File: config.mk
export PLATFORM = sky130hd
export DESIGN_NAME = int_to_fp_seq
export DESIGN_NICKNAME = d
export VERILOG_FILES = /design/src/rtl/fp_pkg.sv /design/src/rtl/fp_field_pack.sv /design/src/rtl/int_to_fp_seq.sv
export SDC_FILE = /design/constraint.sdc
export NUM_CORES = 1
export LEC_CHECK = 0
export CAP_MARGIN = 20
export CORE_MARGIN = 1
export CORE_UTILIZATION = 40
export CTS_CLUSTER_SIZE = 8
export DETAILED_ROUTE_END_ITERATION = 8
export PLACE_DENSITY = 0.69
export SYNTH_ARGS = -nofsm -noshare
export SYNTH_HDL_FRONTEND = slang
export SYNTH_SLANG_ARGS = --single-unit
File: constraint.sdc
create_clock -name clk -period 2.3 [get_ports clk]
set_clock_uncertainty 0.15 [all_clocks]
set_input_delay 0.23 -clock clk [delete_from_list [all_inputs] [get_ports clk]]
set_output_delay 0.23 -clock clk [all_outputs]
set_load 0.01 [all_outputs]
File: src/rtl/fp_pkg.sv
// Shared single-precision constants, FSM state encoding and field packing for fp producers.
// Latency: none (declarations and a pure function only).
// Backpressure: not applicable.
package fp_pkg;
    localparam int FP_BIAS   = 127;
    localparam int FP_EXP_W  = 8;
    localparam int FP_FRAC_W = 23;
    localparam int FP_W      = 32;
    localparam int MANT_W    = 32;

    typedef enum logic [1:0] {
        IDLE = 2'd0,
        NORM = 2'd1,
        DONE = 2'd2
    } state_t;

    // mant is normalised with its hidden one at the MSB; the bits below the fraction are dropped.
    function automatic logic [FP_W-1:0] fp_pack(
        input logic                sign,
        input logic [FP_EXP_W-1:0] exp,
        input logic [MANT_W-1:0]   mant
    );
        return {sign, exp, mant[MANT_W-2 -: FP_FRAC_W]};
    endfunction
endpackage

File: src/rtl/fp_field_pack.sv
// Assembles {sign, exp, fraction} from a normalised mantissa and flags truncated nonzero bits.
// Latency: combinational.
// Backpressure: none; the caller registers the result when it is wanted.
module fp_field_pack
    import fp_pkg::*;
(
    input  logic                sign,
    input  logic [FP_EXP_W-1:0] exp,
    input  logic [MANT_W-1:0]   mant,
    output logic [FP_W-1:0]     fp,
    output logic                inexact
);
    assign fp      = fp_pack(sign, exp, mant);
    assign inexact = |mant[MANT_W-FP_FRAC_W-2:0];
endmodule

File: src/rtl/int_to_fp_seq.sv
// Integer to single-precision float converter, normalising one bit per cycle with truncation.
// Latency: leading-zero count + 1 cycles after accept; zero input is presented on the accept edge.
// Backpressure: result held in DONE until out_ready; no new input is accepted until then.
module int_to_fp_seq
    import fp_pkg::*;
#(
    parameter int INT_W   = 32,
    parameter int FP_BIAS = 127
) (
    input  logic             clk,
    input  logic             rst,
    input  logic             in_valid,
    output logic             in_ready,
    input  logic [INT_W-1:0] in_int,
    input  logic             in_signed,
    output logic             out_valid,
    input  logic             out_ready,
    output logic [31:0]      out_fp,
    output logic             out_inexact
);
    state_t              state;
    logic                sign_q;
    logic [FP_EXP_W-1:0] exp_q;
    logic [MANT_W-1:0]   mant_q;

    logic                neg;
    logic [INT_W-1:0]    mag;
    logic [FP_W-1:0]     packed_fp;
    logic                packed_inexact;

    // Negating in 32 bits maps -2^31 onto 0x80000000, which is its correct magnitude.
    assign neg = in_signed & in_int[INT_W-1];
    assign mag = neg ? (~in_int + 32'd1) : in_int;

    // Ready is gated by reset directly so it falls with rst and rises as soon as rst releases.
    assign in_ready = (state == IDLE) & ~rst;

    fp_field_pack u_pack (
        .sign    (sign_q),
        .exp     (exp_q),
        .mant    (mant_q),
        .fp      (packed_fp),
        .inexact (packed_inexact)
    );

    always_ff @(posedge clk or posedge rst) begin
        if (rst) begin
            state       <= IDLE;
            sign_q      <= 1'b0;
            exp_q       <= '0;
            mant_q      <= '0;
            out_valid   <= 1'b0;
            out_fp      <= '0;
            out_inexact <= 1'b0;
        end else begin
            case (state)
                IDLE: begin
                    if (in_valid) begin
                        if (mag == '0) begin
                            // Zero is always +0 and skips normalisation entirely.
                            sign_q      <= 1'b0;
                            out_fp      <= '0;
                            out_inexact <= 1'b0;
                            out_valid   <= 1'b1;
                            state       <= DONE;
                        end else begin
                            sign_q <= neg;
                            mant_q <= mag;
                            exp_q  <= FP_EXP_W'(FP_BIAS + INT_W - 1);
                            state  <= NORM;
                        end
                    end
                end
                NORM: begin
                    if (mant_q[MANT_W-1]) begin
                        out_fp      <= packed_fp;
                        out_inexact <= packed_inexact;
                        out_valid   <= 1'b1;
                        state       <= DONE;
                    end else begin
                        mant_q <= mant_q << 1;
                        exp_q  <= exp_q - 8'd1;
                    end
                end
                DONE: begin
                    if (out_ready) begin
                        out_valid <= 1'b0;
                        state     <= IDLE;
                    end
                end
                default: state <= IDLE;
            endcase
        end
    end
endmodule

== Word-level counts from Yosys, hierarchy flattened ==
Cells that the tools add are included.
Word-level totals
  register bits: 77
  bits of input ports: 37
  output and inout bits: 35
  logic and storage cells: 61
Cells by class
  add/sub/neg operators: 2
  equality and inequality tests: 8
  multiplexer cells: 28
  bitwise gates (word level): 4
  reduce and logical (&&, ||, !) cells: 11
Operators by type and width (count)
  2-to-1 mux 32 bit: 7
  one-hot mux 32 bit (2 select lines): 2
  adder 32 x 1 -> 32 bit, second input constant: 1
  zero test 32 bit: 1
  inverter 32 bit: 1
  2-to-1 mux 8 bit: 3
  one-hot mux 8 bit (2 select lines): 1
  inequality test 2 bit, second input constant: 5
  2-to-1 mux 1 bit: 8
  2-to-1 mux 2 bit: 4
  AND reduction 4 bit: 2
  OR reduction 8 bit: 1
  subtractor 8 x 1 -> 8 bit, second input constant: 1
  one-hot mux 2 bit (3 select lines): 1
  AND reduction 3 bit: 2
  AND reduction 5 bit: 1
  one-hot mux 1 bit (3 select lines): 1
  nonzero test 3 bit: 1
  bitwise AND 1 bit: 2
  equality test 2 x 1 -> 1 bit, second input constant: 1
  equality test 2 bit, second input constant: 1
  zero test 2 bit: 1
  inequality test 2 x 1 -> 1 bit, second input constant: 1
  one-hot mux 1 bit (2 select lines): 1
  3 further kinds: 3

== Longest topological paths before layout ==
  depth after elaboration: 7
  depth in mapped cells: 13
  gate-level depth less buffers: 10

== Modules after synthesis ==
A second synthesis with hierarchy kept.
Unflattened totals
  cells, all modules: 595
  area total of the unflattened synthesis: 5029.8 um^2
By module, submodules not included
  int_to_fp_seq: instances 1, cells each 560, area each 4773.3 um^2, seq. area each 1926.8 um^2
  fp_field_pack: instances 1, cells each 35, area each 256.5 um^2, seq. area each 0.0 um^2

== Least setup slack after synthesis ==
No wires, ideal clock.
  kind: input-to-reg
  from: input port in_int[3]
  to: register mant_q[8]
  setup time: 142 ps
  arrival: 2848 ps
  required time: 2008 ps
  slack: -840 ps
  stages: 11
  path buffers: 3
  path through: buf_2 > or4_4 > or4_1 > a21oi_1 > o32a_2 > nand4_1 > or4b_1 > buf_6 > a21oi_4 > buf_6 > o32ai_1
On the way
  word-level cells in the longest chain between the ends: 6
  elaborated cells on any way between the ends: 9
  classes of those cells: add/sub (1); eq/ne (1); mux (4); bitwise (1); reduce/logical (2)
RTL lines
  start: declaration: RTL line int_to_fp_seq.sv:14  | input logic [INT_W-1:0] in_int,
  inverter 32 bit: RTL line int_to_fp_seq.sv:33  | assign mag = neg ? (~in_int + 32'd1) : in_int;
  adder 32 x 1 -> 32 bit: RTL line int_to_fp_seq.sv:33
  2-to-1 mux 32 bit (*): RTL line int_to_fp_seq.sv:33
  zero test 32 bit / 2-to-1 mux 32 bit (equally long branches): RTL line int_to_fp_seq.sv:59  | if (mag == '0) begin
  inequality test 2 bit (no line) / 2-to-1 mux 32 bit (equally long branches)
  AND reduction 4 bit (no line) / one-hot mux 32 bit (2 select lines) (equally long branches)
  end signal: assignment: RTL line int_to_fp_seq.sv:68  | mant_q <= mag;
  end signal: assignment: RTL line int_to_fp_seq.sv:81  | mant_q <= mant_q << 1;
  end: declaration: RTL line int_to_fp_seq.sv:24  | logic [MANT_W-1:0] mant_q;
Mark *: on every way between the ends. The rest lies on a longest branch, timed or not. The select of a mux whose other input is x is not followed.
A chain may end at the register's enable or synchronous reset.

== Worst setup path in the final report ==
  from: input port in_int[14]
  to: register exp_q[2]
On the way
  word-level cells in the longest chain between the ends: 6
RTL lines
  inverter 32 bit: RTL line int_to_fp_seq.sv:33
  adder 32 x 1 -> 32 bit: RTL line int_to_fp_seq.sv:33
  2-to-1 mux 32 bit (*): RTL line int_to_fp_seq.sv:33
  zero test 32 bit (*): RTL line int_to_fp_seq.sv:59
  inequality test 2 bit (no line) (*)
  AND reduction 4 bit (no line) (*)
  end signal: assignment: RTL line int_to_fp_seq.sv:69  | exp_q <= FP_EXP_W'(FP_BIAS + INT_W - 1);
  end signal: assignment: RTL line int_to_fp_seq.sv:82  | exp_q <= exp_q - 8'd1;
  end: declaration: RTL line int_to_fp_seq.sv:23  | logic [FP_EXP_W-1:0] exp_q;
Mark *: on every way between the ends. The rest lies on a longest branch, timed or not.

==> reports/summary.md <==
The run finished, with violations left. The checks that failed: design-rule violations, negative setup slack. The worst register-to-register path ends at exp_q[4].

The critical path endpoint category is a flip-flop. The reported max-cap violation count came out at 0. Setup violations remaining at the end of the flow were counted as 77.

In this run the standard cell core region covers 0.0116 sq mm. In the synthesized netlist the dominant register cell turns out to be dfrtp_1. For this run, the register share of the synthesized area comes to 40.0%.

Number of warning messages in the yosys log: 0. The worst reg2reg path startpoint was state[0]. The die extent in x is 112 um. Once detailed placement completed, the half-perimeter wirelength came to 10400 um.

TritonCTS built the clock tree. In the final design database the tool counted 772 nets. The logs give 24.9% for the global-route total usage across every layer and 41.7% for the effective utilization at floorplan.

The headroom to the max-slew limit is 69.1%, and the synthesis-to-finish area growth is 53.9%. The floorplan step defined a die boundary enclosing 0.0125 sq mm. Along the worst hold path, the cell count comes to 5. The worst hold slack after final layout came out at 0.155 ns.

The terminating pin of the worst hold path is mant_q[0]. In the routed layout, each cell is associated on average with a via count of 5.91. The first global-routing pass estimated 24900 um of wire. The type of the worst min-delay path was in2reg.

Summed over all cells, the static leakage comes to 3.12 nW. The logs give -39.97 ns for the setup TNS after final layout and 0.00742 sq mm for the design area. No sink is reached through more buffers than the 2 on the longest clock path.

The netlist uses 65 different library cells. In this run, CTS created clock tree buffers numbering 9. The routability congestion estimate from global placement came out at 0.955. The detail route stage leaves a number of antenna-violating nets equal to 0. Critical path startpoint category: a primary input. Reg-to-reg setup timing slack: 0.23 ns. Setup repair after global routing could not meet its margin everywhere. For the row count, the log shows 39. For this run, asynchronously set or reset flops after synthesis account for 100%.

The timing-limited maximum frequency was 342 MHz; the final worst slack was -0.620 ns. The first detailed-routing pass took 7 iterations. At the later pin of the worst-skew pair, clock insertion delay measures 0.34 ns. The power density over cell area works out to 1010 mW/mm^2. The cts-stage hold buffer count was 0; the top-level I/O count was 72. The cell count of the worst reg-to-reg path is 7. In the routed design, unresolved DRC markers number 7. CTS placed an instance of clkbuf_16 at the clock tree root.

Area after detailed placement: 0.00647 sq mm. The slew at the pin closest to its max-slew limit is 0.462 ns. In the finished design, the share of the clock period the worst path needs comes to 127%. For the worst setup path, the data arrival time is 2.96 ns. The worst vdd rail ir drop came out at 0.458 mV. The number of H-tree levels was 3; the routed wire length per instance was 18.3 um. Clock transition at the register clock pins on the worst setup and hold paths after CTS: 0.05 ns. The mean instance size in the synthesized netlist came out at 8.68 sq um. In this run the worst setup path begins at in_int[14]. The run gives 78 as the pin count of the biggest net entering global routing.

The count of buffers added on input and output ports is 71. The tools report the number of hold violations in the final report as 0. 0 antenna diodes ended up in the layout.

The die outline height came out at 112 um. Source of the worst hold timing path: in_int[0]. The sum of internal, switching and leakage power was 7.47 mW; the number of DRC markers in iteration 0 was 309.

After synthesis the cells add up to 0.00482 sq mm. The tools report the number of clock sinks seen by CTS as 77. Summing over every cut layer, the via total after detailed routing is 5202. The data required time of the critical path was 2.34 ns. Counting flops with a built-in enable in the synthesized netlist gives 0. The synthesis-stage register bit count came out at 77.

The setup path with the least slack is of type in2reg. For this block, the routed nets add up to 16100 um of wire. The via count of the first global-routing pass is 5200, and the top fanout value on the critical path is 5. Global routing finished with a remaining overflow of 0. The count of final max-slew check failures was 0; the ratio of cells with drive above 1 in the final layout was 34.6%. The time the final worst path needs with I/O delays and setup was 2.92 ns; the post-route core utilization was 64.1%. When the netlist entered floorplanning its net count stood at 594.

Counting every instance in the synthesized netlist gives 555. Initial antenna violation count: 0.
-- metal layers --
layer / global-route usage [%] / up-vias / routed length (um)
met5: 0 / - / 0
met4: 12.8 / 0 / 485
met3: 2.94 / 49 / 983
met2: 41.1 / 247 / 7780
met1: 32.2 / 2522 / 6820
li1: - / 2384 / -
-- critical path, cell delays in order --
cell      delay (ns)
buf_2           0.13
or4_4           0.56
nor3_4          0.27
a41o_1          0.28
xnor2_2         0.08
nand4b_1        0.23
or4b_4          0.66
buf_6           0.16
a221oi_4        0.26
a31oi_1         0.10
-- flip-flops by register name, indices dropped and copies added (netlist names) --
register / count
out_inexact: 1
state: 2
exp_q: 8
mant_q: 32
out_fp: 32
out_valid: 1
sign_q: 1
-- worst max path at each step --
stage                             to  slack (ns)  cells past startpoint
after global placement    mant_q[23]       -1.47                     11
after CTS                  mant_q[2]       -0.59                     12
final                       exp_q[2]       -0.62                     10
after global routing        exp_q[2]       -0.75                     14
after floorplan            mant_q[8]       -0.69                     11
after detailed placement  mant_q[29]       -1.48                     11
-- placed cells by master, fill, tap and decap left out, types with 4 or more instances in the layout --
cell type        count
o21ai_0              9
o21ai_1             29
xnor2_1             14
clkbuf_16           10
o32a_2              12
nor3_4               5
nor4_1               5
and2_1               5
and3_1               4
nand3_1             10
xor2_1              12
nor2_1              41
buf_4              119
nor3_1              15
buf_2                6
or3_1                8
o221a_4              5
nor4_4               4
dfrtp_1             77
mux2i_1              6
o32a_1               5
buf_12               4
buf_6               20
dlygate4sd2_1       11
nand2_1             89
clkdlybuf4s50_1     44
nand4b_1             5
inv_1                9
o22ai_2              4
a31oi_1              6
o32a_4               5
a21oi_1             35
-- timing repair --
action                     4_1_cts  5_1_grt
pin swaps                       29       31
setup endpoints to repair       77       77
buffers inserted                25        5
gates resized for setup        123       42
gates cloned                     1        3
-- report_power, final --
part / switching (mW) / internal (mW) / leakage, nW
Clock: 0.520 / 0.811 / 0.139
Sequential: 0.504 / 1.99 / 0.895
Combinational: 1.77 / 1.88 / 2.08
-- final cells by class --
class / count / area, sq um
fill: 944 / 4150
clock inverter: 1 / 5.00
timing repair buffer: 214 / 1890
clock buffer: 14 / 274
inverter: 12 / 53.8
multi-input combinational: 419 / 3090
tap: 143 / 179
sequential: 77 / 1930
-- metrics by stage --
stage	setup WS, ns	std cells
CTS	-0.586	878
global route	-0.755	880
floorplan	-0.690	555
finish	-0.620	880
detailed placement	-1.48	837
global placement	-1.47	837
-- synth_stat cells, drive strengths merged, types with 10 or more instances --
library cell  number  area share [%]
xor2              12             2.2
or3               10             1.3
o32a              22             5.0
a21oi             37             4.1
o21ai             41             4.3
clkbuf            34             2.7
nand3             11             1.1
inv               12            0.93
xnor2             16             2.9
nand2             91             7.1
nor4              10             1.9
nor2              43             3.5
dfrtp             77              40
buf               13             2.0
nor3              22             2.6
-- kinds of logic after synthesis --
family,Yosys count,share of synthesized area [%]
xor+xnor,28,5.09
fa+ha+maj,2,0.519
buf+inv,59,5.63
mux,6,1.25
simple gates,225,24.4
flops,77,40.0
compound gates,158,23.1
(Power assumes the default switching activity.)
